--- config.mk ---
export PLATFORM = sky130hd
export DESIGN_NAME = random_position_gen_flat
export DESIGN_NICKNAME = d
export VERILOG_FILES = /design/src/rtl/random_position_gen_if.sv /design/src/rtl/random_position_gen.sv /design/src/flat_wrapper.sv
export SDC_FILE = /design/constraint.sdc
export NUM_CORES = 1
export LEC_CHECK = 0
export BUFFER_PORTS_ARGS = -buffer_cell sky130_fd_sc_hd__buf_2
export CORE_MARGIN = 1.5
export CORE_UTILIZATION = 40
export DETAILED_ROUTE_END_ITERATION = 7
export PLACE_DENSITY = 0.76
export SLEW_MARGIN = 25
export SYNTH_ARGS = -nofsm -noshare
export SYNTH_HDL_FRONTEND = slang
export SYNTH_SLANG_ARGS = --single-unit
--- constraint.sdc ---
create_clock -name clk -period 1.8 [get_ports clk]
set_clock_uncertainty 0.2 [all_clocks]
set_input_delay 0 -clock clk [delete_from_list [all_inputs] [get_ports clk]]
set_output_delay 0 -clock clk [all_outputs]
set_load 0.1 [all_outputs]
--- src/rtl/random_position_gen_if.sv ---
// -----------------------------------------------------------------------------
// random_position_gen_if
//
// Purpose : valid/ready channel that carries one (x, y) spawn coordinate pair
//           from random_position_gen to the game-state logic.
//
// Signals : pos_x     - x coordinate, COORD_W bits  (producer -> consumer)
//           pos_y     - y coordinate, COORD_W bits  (producer -> consumer)
//           pos_valid - coordinate pair valid        (producer -> consumer)
//           pos_ready - consumer accepts the pair    (consumer -> producer)
//
// Modports: master - coordinate producer
//           slave  - coordinate consumer
// -----------------------------------------------------------------------------
interface random_position_gen_if #(
    parameter int unsigned COORD_W = 10
);
    logic [COORD_W-1:0] pos_x;
    logic [COORD_W-1:0] pos_y;
    logic               pos_valid;
    logic               pos_ready;

    modport master (
        output pos_x,
        output pos_y,
        output pos_valid,
        input  pos_ready
    );

    modport slave (
        input  pos_x,
        input  pos_y,
        input  pos_valid,
        output pos_ready
    );
endinterface

--- src/rtl/random_position_gen.sv ---
// -----------------------------------------------------------------------------
// random_position_gen
//
// Purpose : builds one uniformly distributed (x, y) spawn coordinate pair per
//           start request. It steps the upstream LFSR stage once per draw and
//           uses rejection sampling on a power-of-two mask of the draw, so the
//           result is not skewed by clamping. After MAX_TRIES rejected draws on
//           one axis it folds the last draw back into range instead of
//           retrying forever, which bounds the latency.
//
// Ports   : clk        - system clock, all state on the rising edge
//           reset      - asynchronous, active-low reset
//           start      - request a new pair (level, sampled each edge)
//           rng_enable - one-cycle step strobe to the LFSR stage
//           rng_max    - constant all-ones, disables clamping in the LFSR stage
//           rng_value  - current LFSR output
//           busy       - high in every state except IDLE
//           pos_if     - coordinate valid/ready channel (master side)
// -----------------------------------------------------------------------------
module random_position_gen #(
    parameter int unsigned COORD_W   = 10,
    parameter int unsigned X_MIN     = 0,
    parameter int unsigned X_RANGE   = 640,
    parameter int unsigned Y_MIN     = 0,
    parameter int unsigned Y_RANGE   = 480,
    parameter int unsigned MAX_TRIES = 4
) (
    input  logic                  clk,
    input  logic                  reset,
    input  logic                  start,
    output logic                  rng_enable,
    output logic [31:0]           rng_max,
    input  logic [31:0]           rng_value,
    output logic                  busy,
    random_position_gen_if.master pos_if
);

    // Smallest 2^k-1 that covers range-1; a masked draw is then uniform over
    // 0..mask and rejecting values >= range keeps the accepted ones uniform.
    function automatic int unsigned mask_for(input int unsigned range);
        int unsigned m;
        m = 0;
        for (int i = 0; i < 32; i++) begin
            if (m < range - 1) begin
                m = (m << 1) | 32'd1;
            end
        end
        return m;
    endfunction

    localparam logic [COORD_W-1:0] MASK_X    = COORD_W'(mask_for(X_RANGE));
    localparam logic [COORD_W-1:0] MASK_Y    = COORD_W'(mask_for(Y_RANGE));
    localparam logic [COORD_W-1:0] X_MIN_W   = COORD_W'(X_MIN);
    localparam logic [COORD_W-1:0] Y_MIN_W   = COORD_W'(Y_MIN);
    localparam logic [COORD_W-1:0] X_RANGE_W = COORD_W'(X_RANGE);
    localparam logic [COORD_W-1:0] Y_RANGE_W = COORD_W'(Y_RANGE);

    typedef enum logic [2:0] {
        IDLE,
        REQ_X,
        WAIT_X,
        REQ_Y,
        WAIT_Y,
        OUT
    } state_e;

    state_e             state_q, state_d;
    logic [3:0]         tries_q, tries_d;
    logic [COORD_W-1:0] pos_x_q, pos_x_d;
    logic [COORD_W-1:0] pos_y_q, pos_y_d;

    logic [COORD_W-1:0] cand_x;
    logic [COORD_W-1:0] cand_y;
    logic               cand_x_ok;
    logic               cand_y_ok;
    logic               retry_ok;

    // Only the coordinate fields of the draw are consumed.
    logic unused_rng_bits;
    assign unused_rng_bits = ^rng_value;

    assign cand_x    = rng_value[COORD_W-1:0] & MASK_X;
    assign cand_y    = rng_value[COORD_W+15:16] & MASK_Y;
    // Compared at 32 bits so a range of exactly 2^COORD_W never truncates.
    assign cand_x_ok = (32'(cand_x) < X_RANGE);
    assign cand_y_ok = (32'(cand_y) < Y_RANGE);
    assign retry_ok  = ((32'(tries_q) + 32'd1) < MAX_TRIES);

    // NOTE: state registers use non-blocking assignments so every flop samples
    // the pre-edge value of every other flop, independent of process order.
    always_ff @(posedge clk or negedge reset) begin
        if (!reset) begin
            state_q <= IDLE;
            tries_q <= '0;
            pos_x_q <= '0;
            pos_y_q <= '0;
        end else begin
            state_q <= state_d;
            tries_q <= tries_d;
            pos_x_q <= pos_x_d;
            pos_y_q <= pos_y_d;
        end
    end

    // NOTE: every signal written here gets a default first, so no path through
    // the case statement can leave one unassigned and infer a latch.
    always_comb begin
        state_d = state_q;
        tries_d = tries_q;
        pos_x_d = pos_x_q;
        pos_y_d = pos_y_q;

        unique case (state_q)
            IDLE: begin
                if (start) begin
                    state_d = REQ_X;
                    tries_d = '0;
                end
            end

            REQ_X: state_d = WAIT_X;

            WAIT_X: begin
                if (cand_x_ok) begin
                    pos_x_d = X_MIN_W + cand_x;
                    tries_d = '0;
                    state_d = REQ_Y;
                end else if (retry_ok) begin
                    tries_d = tries_q + 4'd1;
                    state_d = REQ_X;
                end else begin
                    // cand_x <= MASK_X < 2*X_RANGE, so the fold lands in range.
                    pos_x_d = X_MIN_W + (cand_x - X_RANGE_W);
                    tries_d = '0;
                    state_d = REQ_Y;
                end
            end

            REQ_Y: state_d = WAIT_Y;

            WAIT_Y: begin
                if (cand_y_ok) begin
                    pos_y_d = Y_MIN_W + cand_y;
                    tries_d = '0;
                    state_d = OUT;
                end else if (retry_ok) begin
                    tries_d = tries_q + 4'd1;
                    state_d = REQ_Y;
                end else begin
                    pos_y_d = Y_MIN_W + (cand_y - Y_RANGE_W);
                    tries_d = '0;
                    state_d = OUT;
                end
            end

            OUT: begin
                // A start in the handshake cycle chains straight into the next
                // draw; any other start while busy is dropped.
                if (pos_if.pos_ready) begin
                    if (start) begin
                        state_d = REQ_X;
                        tries_d = '0;
                    end else begin
                        state_d = IDLE;
                    end
                end
            end

            default: state_d = IDLE;
        endcase
    end

    // Outputs decode the state register only, so reset clears them at once.
    // REQ states are always followed by a WAIT state, so the strobe can never
    // be high in two consecutive cycles.
    assign rng_enable       = (state_q == REQ_X) || (state_q == REQ_Y);
    assign rng_max          = 32'hFFFF_FFFF;
    assign busy             = (state_q != IDLE);
    assign pos_if.pos_valid = (state_q == OUT);
    assign pos_if.pos_x     = pos_x_q;
    assign pos_if.pos_y     = pos_y_q;

endmodule

--- src/flat_wrapper.sv ---
// flat-port wrapper written by rule: the top's interface ports become plain ports
module random_position_gen_flat 
#(
    parameter int unsigned COORD_W   = 10,
    parameter int unsigned X_MIN     = 0,
    parameter int unsigned X_RANGE   = 640,
    parameter int unsigned Y_MIN     = 0,
    parameter int unsigned Y_RANGE   = 480,
    parameter int unsigned MAX_TRIES = 4
)
  (clk, reset, start, rng_enable, rng_max, rng_value, busy, pos_if_pos_x, pos_if_pos_y, pos_if_pos_valid, pos_if_pos_ready);
  random_position_gen_if #(.COORD_W(COORD_W)) pos_if_i ();
  input  logic clk;
  input  logic reset;
  input  logic start;
  output logic rng_enable;
  output logic [31:0] rng_max;
  input  logic [31:0] rng_value;
  output logic busy;
  output wire logic [$bits(pos_if_i.pos_x)-1:0] pos_if_pos_x;
  output wire logic [$bits(pos_if_i.pos_y)-1:0] pos_if_pos_y;
  output wire logic [$bits(pos_if_i.pos_valid)-1:0] pos_if_pos_valid;
  input wire logic [$bits(pos_if_i.pos_ready)-1:0] pos_if_pos_ready;
  assign pos_if_pos_x = pos_if_i.pos_x;
  assign pos_if_pos_y = pos_if_i.pos_y;
  assign pos_if_pos_valid = pos_if_i.pos_valid;
  assign pos_if_i.pos_ready = pos_if_pos_ready;
  random_position_gen #(.COORD_W(COORD_W), .X_MIN(X_MIN), .X_RANGE(X_RANGE), .Y_MIN(Y_MIN), .Y_RANGE(Y_RANGE), .MAX_TRIES(MAX_TRIES)) u_core (.clk(clk), .reset(reset), .start(start), .rng_enable(rng_enable), .rng_max(rng_max), .rng_value(rng_value), .busy(busy), .pos_if(pos_if_i));
endmodule
==> metrics.txt <==
# TYPE chip_impl_metric gauge
chip_impl_info{name="run_status",value="complete, but fails checks"} 1
chip_impl_info{name="violations",value="setup timing"} 1
chip_impl_info{name="crit_path_end_kind",value="flip-flop"} 1
chip_impl_metric{name="total_die_area",unit="µm²"} 4490
chip_impl_metric{name="layout-drive-gt1-share",unit=""} 0.408
chip_impl_info{name="worstSetupPathType",value="reg2reg"} 1
chip_impl_metric{name="ant_nets",unit=""} 0
chip_impl_metric{name="cap_viol_max_count",unit=""} 0
chip_impl_metric{name="worst-path-max-fanout",unit=""} 5
chip_impl_metric{name="grt_pass1_vias",unit=""} 1215
chip_impl_metric{name="synth_cell_type_count",unit=""} 45
chip_impl_info{name="hp-class",value="in2reg"} 1
chip_impl_metric{name="io-pin-count",unit=""} 91
chip_impl_metric{name="vias_per_cell",unit=""} 4.66
chip_impl_metric{name="drt-wirelength-per-cell",unit="µm"} 12.7
chip_impl_info{name="tritoncts",value="yes"} 1
chip_impl_metric{name="synth_warnings",unit=""} 0
chip_impl_metric{name="core_area",unit="µm²"} 3970
chip_impl_metric{name="start_util",unit=""} 0.413
chip_impl_metric{name="vias",unit=""} 1295
chip_impl_metric{name="final_net_count",unit=""} 268
chip_impl_metric{name="die_x",unit="µm"} 67.0
chip_impl_metric{name="die_height",unit="µm"} 67.0
chip_impl_metric{name="synth.yosys.seq_area_share",unit=""} 0.412
chip_impl_metric{name="post_synth.cell_area_avg",unit="µm²"} 11.2
chip_impl_metric{name="final_clock_period_utilization_by_the_worst_path",unit=""} 1.05
chip_impl_metric{name="h-tree-depth",unit=""} 1
chip_impl_metric{name="synth.ff_latch_count",unit=""} 27
chip_impl_metric{name="maxSlewViolCount",unit=""} 0
chip_impl_metric{name="antenna-diode-count",unit=""} 0
chip_impl_metric{name="final.setup.tns",unit="ps"} -1250
chip_impl_metric{name="multi_input_area",unit="µm²"} 853
chip_impl_metric{name="grt_start_max_net_pins",unit=""} 28
chip_impl_info{name="synth.area.top_cells",value="dfrtp_1 (41%), buf_4 (15%), mux2_4 (7.3%)"} 1
chip_impl_metric{name="row_count",unit=""} 23
chip_impl_metric{name="first_pass_grt_wire_length",unit="mm"} 5.67
chip_impl_metric{name="io_buffer_count",unit=""} 45
chip_impl_metric{name="synth-edff-count",unit=""} 0
chip_impl_metric{name="drt_first_pass_iters",unit=""} 4
chip_impl_info{name="timing.rr.start",value="u_core.tries_q[1]"} 1
chip_impl_info{name="worstSetupStartpoint",value="u_core.tries_q[1]"} 1
chip_impl_info{name="worstSetupStartpointType",value="flip-flop"} 1
chip_impl_metric{name="netlist.area_leader.share",unit=""} 0.412
chip_impl_metric{name="nFillCells",unit=""} 355
chip_impl_metric{name="period_minus_slack",unit="ps"} 1890
chip_impl_metric{name="netlist_instances",unit=""} 147
chip_impl_metric{name="detail_route.wirelength",unit="mm"} 3.53
chip_impl_metric{name="signed_area_change_from_the_synthesized_netlist_to_the_final_layout",unit="%"} 37.3
chip_impl_metric{name="worstPathArrival",unit="ps"} 1870
chip_impl_metric{name="headroom_to_the_max_slew_limit",unit=""} 0.592
chip_impl_info{name="rsz0062_at_grt",value="true"} 1
chip_impl_metric{name="final_setup_viols",unit=""} 19
chip_impl_metric{name="clock_insertion_delay_worst_skew",unit="ps"} 280
chip_impl_metric{name="tightestPinTransition",unit="ps"} 611
chip_impl_metric{name="critical_path_required",unit="ps"} 1780
chip_impl_info{name="hold_path.startpoint",value="start"} 1
chip_impl_metric{name="mappedNetlistArea",unit="µm²"} 1640
chip_impl_metric{name="initial_antenna_violation_count",unit=""} 0
chip_impl_metric{name="postSynth.asyncResetShare",unit=""} 1.00
chip_impl_metric{name="timing.final.ws_setup",unit="ps"} -88.3
chip_impl_metric{name="worst_setup_hold_path_clk_slew",unit="ps"} 90
chip_impl_info{name="top_ff_cell_synth",value="dfrtp_1"} 1
chip_impl_info{name="clock_tree.root_cell",value="clkbuf_8"} 1
chip_impl_metric{name="dp_hpwl",unit="mm"} 2.31
chip_impl_info{name="most-common-layout-cells",value="buf_2 (43), conb_1 (32), dfrtp_1 (24)"} 1
chip_impl_info{name="most_common_cell_after_layout_fill_and_taps_aside",value="buf_2"} 1
chip_impl_metric{name="grt_usage",unit=""} 0.172
chip_impl_metric{name="drt-initial-drc-count",unit=""} 67
chip_impl_metric{name="cts_buf_count",unit=""} 3
chip_impl_metric{name="clockBufferDepth",unit=""} 2
chip_impl_metric{name="fmax",unit="MHz"} 530
chip_impl_metric{name="reg2reg_setup_slack",unit="ps"} -90
chip_impl_metric{name="regArea",unit="µm²"} 679
chip_impl_metric{name="grt-ovfl-total",unit=""} 0
chip_impl_metric{name="hold_viol",unit=""} 0
chip_impl_metric{name="detailedPlace.worstSlack",unit="ps"} -157
chip_impl_metric{name="tritoncts_num_sinks",unit=""} 27
chip_impl_metric{name="globalplace.congestion",unit=""} 0.755
chip_impl_metric{name="remaining_routing_drc_violations",unit=""} 0
chip_impl_info{name="post-synth-top-area-cell",value="dfrtp_1"} 1
## flip-flops by register name, indices dropped and copies added, names as in the netlist
register,count
u_core.state_q,3
u_core.tries_q,4
u_core.pos_if.pos_x,10
u_core.pos_if.pos_y,10
## final timing paths
path	end	cells after the start
max in group asynchronous	u_core.tries_q[0]	2
max reg2reg	u_core.pos_if.pos_y[9]	8
min	u_core.state_q[0]	5
min reg2reg	u_core.pos_if.pos_y[8]	1
max	u_core.pos_if.pos_y[9]	8
min in group asynchronous	u_core.state_q[0]	2
## repair_timing
item	4_1_cts	5_1_grt
endpoints found under the hold margin	48	0
pin swaps	6	5
gates resized for setup	13	3
setup buffers	4	0
hold buffers	23	0
setup endpoints to repair	21	24
## metal layers
metal | routed length [µm] | global-route usage
met1 | 1410 | 0.206
met3 | 209 | 0.0439
met2 | 1830 | 0.280
met4 | 85 | 0.0944
met5 | 0 | 0
## through the flow
| step | hold slack (ps) | cell area (µm²) | std cells | util |
|---|---|---|---|---|
| global placement | -150 | 1890 | 247 | 0.476 |
| detailed placement | -140 | 1890 | 247 | 0.476 |
| floorplan | -496 | 1790 | 178 | - |
| CTS | 25.6 | 2240 | 278 | 0.565 |
| finish | 26.0 | 2250 | 278 | 0.566 |
| global route | 90.7 | 2250 | 278 | 0.566 |
## critical path, cell delays in order (launching register included)
cell,delay [ps]
dfrtp_2,460
ha_4,180
buf_4,140
a21oi_4,130
buf_6,130
o31ai_4,60
buf_6,150
buf_4,130
a22o_1,210
## Yosys cell counts, types with 2 or more instances
| library cell | n |
|---|---|
| nor2_1 | 6 |
| o21ai_0 | 6 |
| buf_4 | 32 |
| a32o_1 | 3 |
| a22o_1 | 2 |
| clkbuf_1 | 2 |
| inv_1 | 5 |
| buf_6 | 2 |
| nor4_1 | 2 |
| dfrtp_1 | 27 |
| ha_1 | 3 |
| nand3_1 | 4 |
| a21oi_1 | 4 |
| mux2_4 | 8 |
| nor3_1 | 2 |
| mux2i_1 | 2 |
| mux2_2 | 6 |
| nand2_1 | 4 |
## logic make-up (layout without fill, tap and decap cells)
family,count (synthesis),in the layout,share of synthesized area
DFF,27,27,0.412
and+or+nand+nor,33,33,0.128
muxes,16,16,0.127
other,1,32,0.00229
adders and majority gates,3,3,0.0229
buffers and inverters,41,91,0.176
xor gates and xnor gates,1,1,0.00534
AOI/OAI and AO/OA,25,25,0.126
## final cells by class
type	count	area share
inverter	5	0.00834
tap	50	0.0278
clock buffer	3	0.0184
timing repair buffer	82	0.262
sequential	27	0.302
multi-input combinational	110	0.379
clock inverter	1	0.00222
Power is left out: the tool's default activity adds up to more than one toggle a clock period on the data nets, which glitch-free logic cannot reach.
